### src/rtl/calc_pkg.sv
// Shared types for the calculator sequencer: operation codes and FSM states.
package calc_pkg;

   typedef enum logic [1:0] {
      OP_ADD = 2'b00,
      OP_SUB = 2'b01,
      OP_MUL = 2'b10,
      OP_DIV = 2'b11
   } op_e;

   typedef enum logic [1:0] {
      S_IDLE = 2'b00,
      S_ITER = 2'b01,
      S_DONE = 2'b10
   } state_e;

   // MUL and DIV run one adder pass per operand bit; ADD and SUB need one pass.
   function automatic logic is_iterative(op_e op);
      return (op == OP_MUL) || (op == OP_DIV);
   endfunction

endpackage

### src/rtl/add_sub_nbits.sv
// Plain ripple-style adder/subtractor: sum = a + b, or a - b as a + ~b + 1.
// cout_o is the carry out of the top bit (for subtraction, 1 means no borrow).
module add_sub_nbits #(
   parameter int width = 9
) (
   input  logic [width-1:0] a_i,
   input  logic [width-1:0] b_i,
   input  logic             sub_i,
   output logic [width-1:0] sum_o,
   output logic             cout_o
);

   logic [width:0] full;

   // Single carry chain shared by add and subtract.
   assign full   = {1'b0, a_i} + {1'b0, (sub_i ? ~b_i : b_i)} + {{width{1'b0}}, sub_i};
   assign sum_o  = full[width-1:0];
   assign cout_o = full[width];

endmodule

### src/rtl/mul_div_seq_ctrl.sv
// Sequencer time-sharing one width+1 adder for ADD, SUB, unsigned MUL
// (shift-add) and unsigned DIV (restoring). Optional abort port is
// enabled by defining MUL_DIV_ABORT_EN.
module mul_div_seq_ctrl
   import calc_pkg::*;
#(
   parameter int width = 8
) (
   input  logic             clk_i,
   input  logic             rst_n_i,
   input  logic             start_i,
`ifdef MUL_DIV_ABORT_EN
   input  logic             abort_i,
`endif
   input  logic [1:0]       op_i,
   input  logic [width-1:0] a_i,
   input  logic [width-1:0] b_i,
   output logic             busy_o,
   output logic             done_o,
   output logic [width-1:0] res_lo_o,
   output logic [width-1:0] res_hi_o,
   output logic             cout_o,
   output logic             div_zero_o
);

   localparam int CNT_W = $clog2(width) + 1;
   localparam logic [CNT_W-1:0] CNT_FULL = CNT_W'(width);
   localparam logic [CNT_W-1:0] CNT_ONE  = CNT_W'(1);

   state_e           state, state_nxt;
   op_e              op_in, op_q;
   logic [CNT_W-1:0] cnt;
   logic [width:0]   acc, acc_nxt, mul_sum;
   logic [width-1:0] lo, lo_nxt, b_q;
   logic [width:0]   add_x, add_y, add_sum;
   logic             add_sub, add_cout;
   logic             abort_w, div_by_zero, accept, finish, pass;

`ifdef MUL_DIV_ABORT_EN
   assign abort_w = abort_i;
`else
   assign abort_w = 1'b0;
`endif

   assign op_in       = op_e'(op_i);
   assign div_by_zero = (op_in == OP_DIV) && (b_i == '0);
   assign accept      = (state == S_IDLE) && start_i;
   assign pass        = (state == S_ITER) && (cnt != '0);
   assign finish      = (state == S_ITER) && (cnt == '0) && !abort_w;

   assign busy_o = (state != S_IDLE);
   assign done_o = (state == S_DONE);

   add_sub_nbits #(.width(width + 1)) u_addsub (
      .a_i    (add_x),
      .b_i    (add_y),
      .sub_i  (add_sub),
      .sum_o  (add_sum),
      .cout_o (add_cout)
   );

   // Next-state logic; a zero divisor bypasses the iteration entirely.
   always_comb begin
      state_nxt = state;
      unique case (state)
         S_IDLE: if (start_i) state_nxt = div_by_zero ? S_DONE : S_ITER;
         S_ITER: begin
            if (abort_w)        state_nxt = S_IDLE;
            else if (cnt == '0) state_nxt = S_DONE;
         end
         S_DONE: state_nxt = S_IDLE;
         default: state_nxt = S_IDLE;
      endcase
   end

   // State register and pass counter (counts remaining adder passes).
   always_ff @(posedge clk_i or negedge rst_n_i) begin
      if (!rst_n_i) begin
         state <= S_IDLE;
         cnt   <= '0;
      end else begin
         state <= state_nxt;
         if (accept)    cnt <= is_iterative(op_in) ? CNT_FULL : CNT_ONE;
         else if (pass) cnt <= cnt - CNT_ONE;
      end
   end

   // One adder pass: operand steering and the shift for MUL/DIV.
   always_comb begin
      add_x   = acc;
      add_y   = {1'b0, b_q};
      add_sub = 1'b0;
      acc_nxt = acc;
      lo_nxt  = lo;
      mul_sum = acc;
      unique case (op_q)
         OP_ADD: begin
            add_x   = {1'b0, lo};
            acc_nxt = add_sum;
         end
         OP_SUB: begin
            add_x   = {1'b0, lo};
            add_sub = 1'b1;
            acc_nxt = add_sum;
         end
         OP_MUL: begin
            mul_sum = lo[0] ? add_sum : acc;
            acc_nxt = {1'b0, mul_sum[width:1]};
            lo_nxt  = {mul_sum[0], lo[width-1:1]};
         end
         OP_DIV: begin
            // Shift {rem,quot} left, then trial-subtract; carry out means no borrow.
            add_x   = {acc[width-1:0], lo[width-1]};
            add_sub = 1'b1;
            if (add_cout) begin
               acc_nxt = add_sum;
               lo_nxt  = {lo[width-2:0], 1'b1};
            end else begin
               acc_nxt = add_x;
               lo_nxt  = {lo[width-2:0], 1'b0};
            end
         end
         default: ;
      endcase
   end

   // Operand latch and working registers; contents only matter after a load.
   always_ff @(posedge clk_i) begin
      if (accept) begin
         op_q <= op_in;
         lo   <= a_i;
         b_q  <= b_i;
         acc  <= '0;
      end else if (pass) begin
         acc  <= acc_nxt;
         lo   <= lo_nxt;
      end
   end

   // Result registers: written on entry to DONE, held otherwise.
   always_ff @(posedge clk_i or negedge rst_n_i) begin
      if (!rst_n_i) begin
         res_lo_o   <= '0;
         res_hi_o   <= '0;
         cout_o     <= 1'b0;
         div_zero_o <= 1'b0;
      end else if (accept && div_by_zero) begin
         res_lo_o   <= '1;
         res_hi_o   <= a_i;
         cout_o     <= 1'b0;
         div_zero_o <= 1'b1;
      end else if (finish) begin
         div_zero_o <= 1'b0;
         unique case (op_q)
            OP_ADD, OP_SUB: begin
               res_lo_o <= acc[width-1:0];
               res_hi_o <= '0;
               cout_o   <= acc[width];
            end
            default: begin
               // MUL: {hi,lo} = product; DIV: lo = quotient, hi = remainder.
               res_lo_o <= lo;
               res_hi_o <= acc[width-1:0];
               cout_o   <= 1'b0;
            end
         endcase
      end
   end

endmodule
### config.mk
export PLATFORM = sky130hd
export DESIGN_NAME = mul_div_seq_ctrl
export DESIGN_NICKNAME = d
export VERILOG_FILES = /design/src/rtl/calc_pkg.sv /design/src/rtl/add_sub_nbits.sv /design/src/rtl/mul_div_seq_ctrl.sv
export SDC_FILE = /design/constraint.sdc
export NUM_CORES = 1
export LEC_CHECK = 0
export CORE_MARGIN = 2
export CORE_UTILIZATION = 25
export DETAILED_ROUTE_END_ITERATION = 12
export DONT_BUFFER_PORTS = 1
export MAX_ROUTING_LAYER = met4
export PLACE_DENSITY = 0.47
export SYNTH_ARGS = -nofsm -noshare
export SYNTH_HDL_FRONTEND = slang
export SYNTH_SLANG_ARGS = --single-unit
### constraint.sdc
create_clock -name clk_i -period 3.9 [get_ports clk_i]
set_clock_uncertainty 0.15 [all_clocks]
set_input_delay 0.39 -clock clk_i [delete_from_list [all_inputs] [get_ports clk_i]]
set_output_delay 0.39 -clock clk_i [all_outputs]
set_load 0.05 [all_outputs]
Yosys cells after proc, flatten, opt, wreduce, memory -nomap -nowiden
Index checks and enable logic that the tools add are counted.
{"block": "word_totals", "ff_bits": 51, "in_bits": 21, "output_inout_bits": 20, "wordCells": 70}
{"block": "classes", "addsub": 3, "eq_ne": 9, "mux": 28, "bitwise_logic": 1, "reduce_logical": 19}
{"operator": "8-bit two-way mux", "n": 8}
{"operator": "9-bit two-way mux", "n": 3}
{"operator": "9-bit one-hot mux with 3 select lines", "n": 1}
{"operator": "9-bit one-hot mux with 2 select lines", "n": 1}
{"operator": "8-bit one-hot mux with 2 select lines", "n": 1}
{"operator": "4-bit two-way mux", "n": 3}
{"operator": "10-bit by 1-bit adder with 10-bit output", "n": 1}
{"operator": "9-bit by 9-bit adder with 10-bit output", "n": 1}
{"operator": "2-bit == test, second input constant", "n": 5}
{"operator": "8-bit inverter with 9-bit output", "n": 1}
{"operator": "8-bit zero test", "n": 1}
{"operator": "1-bit two-way mux", "n": 7}
{"operator": "2-bit two-way mux", "n": 3}
{"operator": "2-bit nonzero test", "n": 3}
{"operator": "1-bit logical AND", "n": 5}
{"operator": "2-bit by 1-bit == test with 1-bit output, second input constant", "n": 2}
{"operator": "2-bit zero test", "n": 2}
{"operator": "4-bit zero test", "n": 1}
{"operator": "2-bit one-hot mux with 2 select lines", "n": 1}
{"operator": "2-bit AND reduction", "n": 2}
{"operator": "4-bit nonzero test", "n": 1}
{"operator": "2-bit OR reduction", "n": 2}
{"operator": "4-bit by 1-bit subtractor with 4-bit output, second input constant", "n": 1}
{"operator": "3-bit nonzero test", "n": 1}
{"operator": "3 further kinds", "n": 3}

Longest topological paths before layout
{"block": "depth", "word_depth": 10, "depth_mapped": 15, "depth_no_buf": 11}

Modules after synthesis
A second synthesis with hierarchy kept.
{"block": "unflattened", "cells_unflattened": 335, "area_unflattened_um2": 3239.4}
{"mod": "mul_div_seq_ctrl", "instances": 1, "cells_each": 274, "area_per_inst_um2": 2747.6, "seq_area_each_um2": 1321.3}
{"mod": "add_sub_nbits", "instances": 1, "cells_each": 61, "area_per_inst_um2": 491.7, "seq_area_each_um2": 0.0}

Least setup slack after synthesis
Ideal clock, no wire load.
{"block": "synth_path", "kind": "register -> register", "start": "register op_q[0]", "end": "register acc[8]", "setup_time_ns": 0.116, "arrival_ns": 2.862, "path_slack_ns": 0.772, "stages_incl_launch_ff": 14, "n_path_buf": 3, "path_cell_list": "edfxtp_1 -> buf_6 -> buf_2 -> buf_2 -> mux2i_1 -> a21oi_1 -> ha_1 -> nor2b_4 -> o311a_4 -> or4_4 -> o211ai_2 -> mux2i_1 -> a21oi_1 -> nor2_1"}
{"block": "synth_via", "elab_chain_cells": 8}
{"item": "from (decl)", "line_no": "mul_div_seq_ctrl.sv:31", "source": "op_e op_in, op_q;"}
{"item": "from (signal assigned)", "line_no": "mul_div_seq_ctrl.sv:130", "source": "op_q <= op_in;"}
{"item": "2-bit by 1-bit == test with 1-bit output / 2-bit == test (equally long branches)", "line_no": "mul_div_seq_ctrl.sv:96", "source": "unique case (op_q)"}
{"item": "2-bit OR reduction (no source line)"}
{"item": "1-bit two-way mux", "line_no": "mul_div_seq_ctrl.sv:96"}
{"item": "9-bit two-way mux", "line_no": "add_sub_nbits.sv:16", "source": "assign full = {1'b0, a_i} + {1'b0, (sub_i ? ~b_i : b_i)} + {{width{1'b0}}, sub_i};"}
{"item": "9-bit by 9-bit adder with 10-bit output", "line_no": "add_sub_nbits.sv:16"}
{"item": "10-bit by 1-bit adder with 10-bit output", "line_no": "add_sub_nbits.sv:16"}
{"item": "9-bit two-way mux", "line_no": "mul_div_seq_ctrl.sv:115", "source": "if (add_cout) begin"}
{"item": "9-bit one-hot mux with 3 select lines *", "line_no": "mul_div_seq_ctrl.sv:96"}
{"item": "to (signal assigned)", "line_no": "mul_div_seq_ctrl.sv:135", "source": "acc <= acc_nxt;"}
{"item": "to (decl)", "line_no": "mul_div_seq_ctrl.sv:33", "source": "logic [width:0] acc, acc_nxt, mul_sum;"}
Every way passes the cells marked *; elsewhere a longest branch is shown, timed or not.
A chain may end at the register's enable or synchronous reset.

Final worst setup path
{"block": "layout_path", "start": "register op_q[1]", "end": "register acc[6]"}
{"block": "layout_via", "elab_chain_cells": 8}
{"item": "2-bit by 1-bit == test with 1-bit output / 2-bit == test (equally long branches)", "line_no": "mul_div_seq_ctrl.sv:96"}
{"item": "2-bit OR reduction (no source line)"}
{"item": "1-bit two-way mux", "line_no": "mul_div_seq_ctrl.sv:96"}
{"item": "9-bit two-way mux", "line_no": "add_sub_nbits.sv:16"}
{"item": "9-bit by 9-bit adder with 10-bit output", "line_no": "add_sub_nbits.sv:16"}
{"item": "10-bit by 1-bit adder with 10-bit output", "line_no": "add_sub_nbits.sv:16"}
{"item": "9-bit two-way mux, on equally long branches", "line_no": "mul_div_seq_ctrl.sv:115, mul_div_seq_ctrl.sv:107"}
{"item": "9-bit one-hot mux with 3 select lines *", "line_no": "mul_div_seq_ctrl.sv:96"}
Marked as above.

==> results.json <==
{
  "p_per_area_nw_per_um2": 1029,
  "grt_max_degree": 28,
  "drive_gt1_share_pct": 10.73,
  "hp-class": "in2reg",
  "ys_warn_count": 0,
  "cts-root-buf": "clkbuf_16",
  "grt_use_met1_pct": 17.58,
  "fin_nets": 384,
  "cts_setup_buffers": 0,
  "cts_max_level": 2,
  "die_y_microns": 119.4,
  "cts_resized": 0,
  "antenna_found_initial": 0,
  "track_usage_pct": 13.56,
  "synth_area_sq_um": 3329,
  "cp.required_ns": 3.91,
  "grt_pass1_vias": 2567,
  "status": "completed",
  "synth.distinct_cells": 63,
  "critPathKind": "reg2reg",
  "cp_top_family": "compound AO/OA/AOI/OAI gates",
  "synth-async-reset-ratio_pct": 47.06,
  "timing.fmax_ghz": 0.2899,
  "n_fill_cell": 1419,
  "syn_nets": 391,
  "fin_crit_ns": 3.449,
  "overflow": 0,
  "synth_flop_cell": "dfrtp_1",
  "rsz0062_at_grt": "false",
  "p_leak_uw": 0.001507,
  "tns_ns": 0,
  "postLayoutCellArea_sq_um": 3677,
  "n_antenna_cell": 0,
  "ir_drop_v": 0.0003909,
  "post_drt_wl_per_cell_microns": 17.11,
  "core_area_sq_um": 13140,
  "avgSynthCellArea_sq_um": 9.248,
  "drt_wl_total_microns": 9069,
  "postRouteAntennaNets": 0,
  "cts_tree": "done",
  "finalMaxSlewViolations": 0,
  "gp_congestion": 0.8529,
  "critPathBufInv": 0,
  "initial_utilization_pct": 25.34,
  "path_cells": "nor2_1, a21oi_1, ha_1, a21oi_1, nor2_1, a211oi_2, o211ai_2, and3_1, o31ai_1, o311ai_1",
  "crit_fanout": 24,
  "holdWs_ns": 0.03783,
  "firstDrtPassIters": 6,
  "slew_headroom_pct": 36.08,
  "portBuffers": 0,
  "slowest_delay_ns": 0.87,
  "worstSkewPairLatency_ns": 0.30,
  "post-route-period-util_pct": 88.44,
  "grt_util_met3_pct": 2.538,
  "cts_buffers": 5,
  "areaGrowthSynthToFinish_pct": 10.45,
  "synth_edf_count": 18,
  "crit_arrival_ns": 3.46,
  "via_count": 2603,
  "grt_busiest_layer": "met2",
  "rows": 42,
  "die_width_microns": 119.4,
  "post-dp-hpwl_microns": 6840,
  "clkSinkCount": 51,
  "worstMarginPinSlew_ns": 0.9569,
  "io_pins": 41,
  "grt_pass1_wl_microns": 14510,
  "cts_hold_buf": 2,
  "dieArea_sq_um": 14260,
  "start_kind": "register",
  "setup_viol": 0,
  "ys_seq_area_share_pct": 39.68,
  "cts_buffer_depth": 2,
  "synthesis.instances": 360,
  "ff_latch_area_sq_um": 1321,
  "cap_violations": 0,
  "critPathSlowestCell": "edfxtp_1",
  "dr.first_iter.drc_count": 202,
  "end_kind": "register",
  "hold_viol": 0,
  "synth_seq_cells": 51,
  "vias_per_cell": 4.911,
  "clkTransAtPathRegs_ns": 0.07,
  "dpl_cell_area_sq_um": 3485,
  "multi_input_area_sq_um": 1831,
  "met2_usage_pct": 21.70,
  "drc": 0
}
-- through the flow --
| stage | power [uW] | worst slack [ns] | utilization [%] | instances |
|---|---|---|---|---|
| finish | 3786 | 0.4508 | 27.99 | 530 |
| global route | 4089 | 0.1449 | 27.99 | 530 |
| CTS | 3818 | 0.3913 | 27.99 | 530 |
| detailed placement | 3310 | 0.4014 | 26.52 | 520 |
| global placement | 3307 | 0.4309 | 26.52 | 520 |
| floorplan | 2854 | 0.7723 | - | 360 |
-- cell usage in the layout, fill, tap and decap left out, types with 4 or more instances in the layout --
cell	count
nor3_1	4
nand3_1	8
buf_4	9
edfxtp_1	18
o21a_1	4
clkbuf_16	6
o21ai_0	14
a31oi_1	9
nor2_1	43
a21oi_1	21
inv_1	11
nand2_1	50
o211ai_1	10
xnor2_1	7
dfrtp_1	24
xor2_1	9
mux2i_1	24
dfxtp_1	9
ha_1	9
-- cell families (layout without fill, tap and decap cells) --
kind of cell | count (synthesis) | count (layout) | share of synthesized area, %
xor+xnor | 16 | 16 | 4.209
fa+ha+maj | 10 | 10 | 3.984
flops | 51 | 51 | 39.68
mux | 27 | 27 | 8.343
compound gates | 91 | 91 | 20.11
buf+inv | 37 | 31 | 5.336
simple gates | 128 | 128 | 18.34
-- final timing paths --
check                        start          end  slack [ns]  cells after the start
min                        op_i[0]      op_q[0]        0.04                      0
max reg2reg                op_q[1]       acc[6]        0.45                     10
max                        op_q[1]       acc[6]        0.45                     10
max in group asynchronous  rst_n_i       cnt[3]        3.09                      2
min reg2reg                 cnt[1]       cnt[1]        0.38                      2
min in group asynchronous  rst_n_i  res_lo_o[5]        0.36                      2
-- worst reg2reg max path, delay by kind of cell (launching register included) --
family,cells,cell delay (ns)
compound gates,6,1.44
flops,1,0.87
simple gates,3,0.53
fa+ha+maj,1,0.34
-- per-layer routing --
layer  vias to the layer above  wire [microns]
met4                         0             106
met5                         -               0
met2                        58            4528
li1                       1276               -
met3                         7             397
met1                      1262            4038
-- state kept, by name, summed over array words and instances, names as in the netlist --
name / flops
acc: 9
b_q: 8
lo: 8
res_hi_o: 8
res_lo_o: 8
cnt: 4
op_q: 2
state: 2
cout_o: 1
div_zero_o: 1
-- synthesized netlist by cell type (2+ instances only) --
master / count / area [sq um]
o221a_2: 2 / 22.52
xor2_1: 9 / 78.83
o21a_1: 4 / 30.03
o211ai_1: 10 / 75.07
nor3_1: 4 / 20.02
dfxtp_1: 9 / 180.2
a221o_1: 2 / 20.02
mux2i_1: 24 / 240.2
and2_1: 3 / 18.77
xnor2_1: 7 / 61.31
a32oi_1: 3 / 26.28
mux2_2: 2 / 22.52
a21oi_1: 21 / 105.1
a221oi_2: 2 / 30.03
nand2_1: 50 / 187.7
nand3_1: 8 / 40.04
clkbuf_2: 2 / 10.01
inv_1: 11 / 41.29
or4_4: 2 / 22.52
edfxtp_1: 18 / 540.5
dfrtp_1: 24 / 600.6
buf_1: 4 / 15.01
buf_2: 8 / 40.04
buf_4: 3 / 22.52
nor2_1: 43 / 161.4
o221ai_1: 3 / 26.28
a21o_1: 2 / 15.01
o21ai_1: 2 / 10.01
o211ai_2: 2 / 25.02
nand2b_1: 3 / 18.77
a221oi_1: 2 / 17.52
a31oi_1: 9 / 56.30
buf_6: 2 / 22.52
o21ai_0: 14 / 70.07
and3_1: 2 / 12.51
ha_1: 9 / 112.6
nor2b_1: 2 / 12.51
clkbuf_1: 6 / 22.52
a211oi_1: 3 / 22.52
-- area by class of cell --
type,count,share of cell area [%]
clock inverters,1,0.2382
multi-input cells,272,49.78
clock buffers,7,4.185
flip-flops and latches,51,35.93
repair buffers,11,2.654
well taps,176,5.988
inverters,12,1.225
-- power by group --
group | internal (uW) | total, uW | leakage, uW | switching (uW)
logic | 832 | 1980 | 0.000877 | 1150
clock network | 280 | 485 | 0.0000797 | 205
registers | 809 | 1320 | 0.000551 | 507
(Power assumes the default switching activity.)
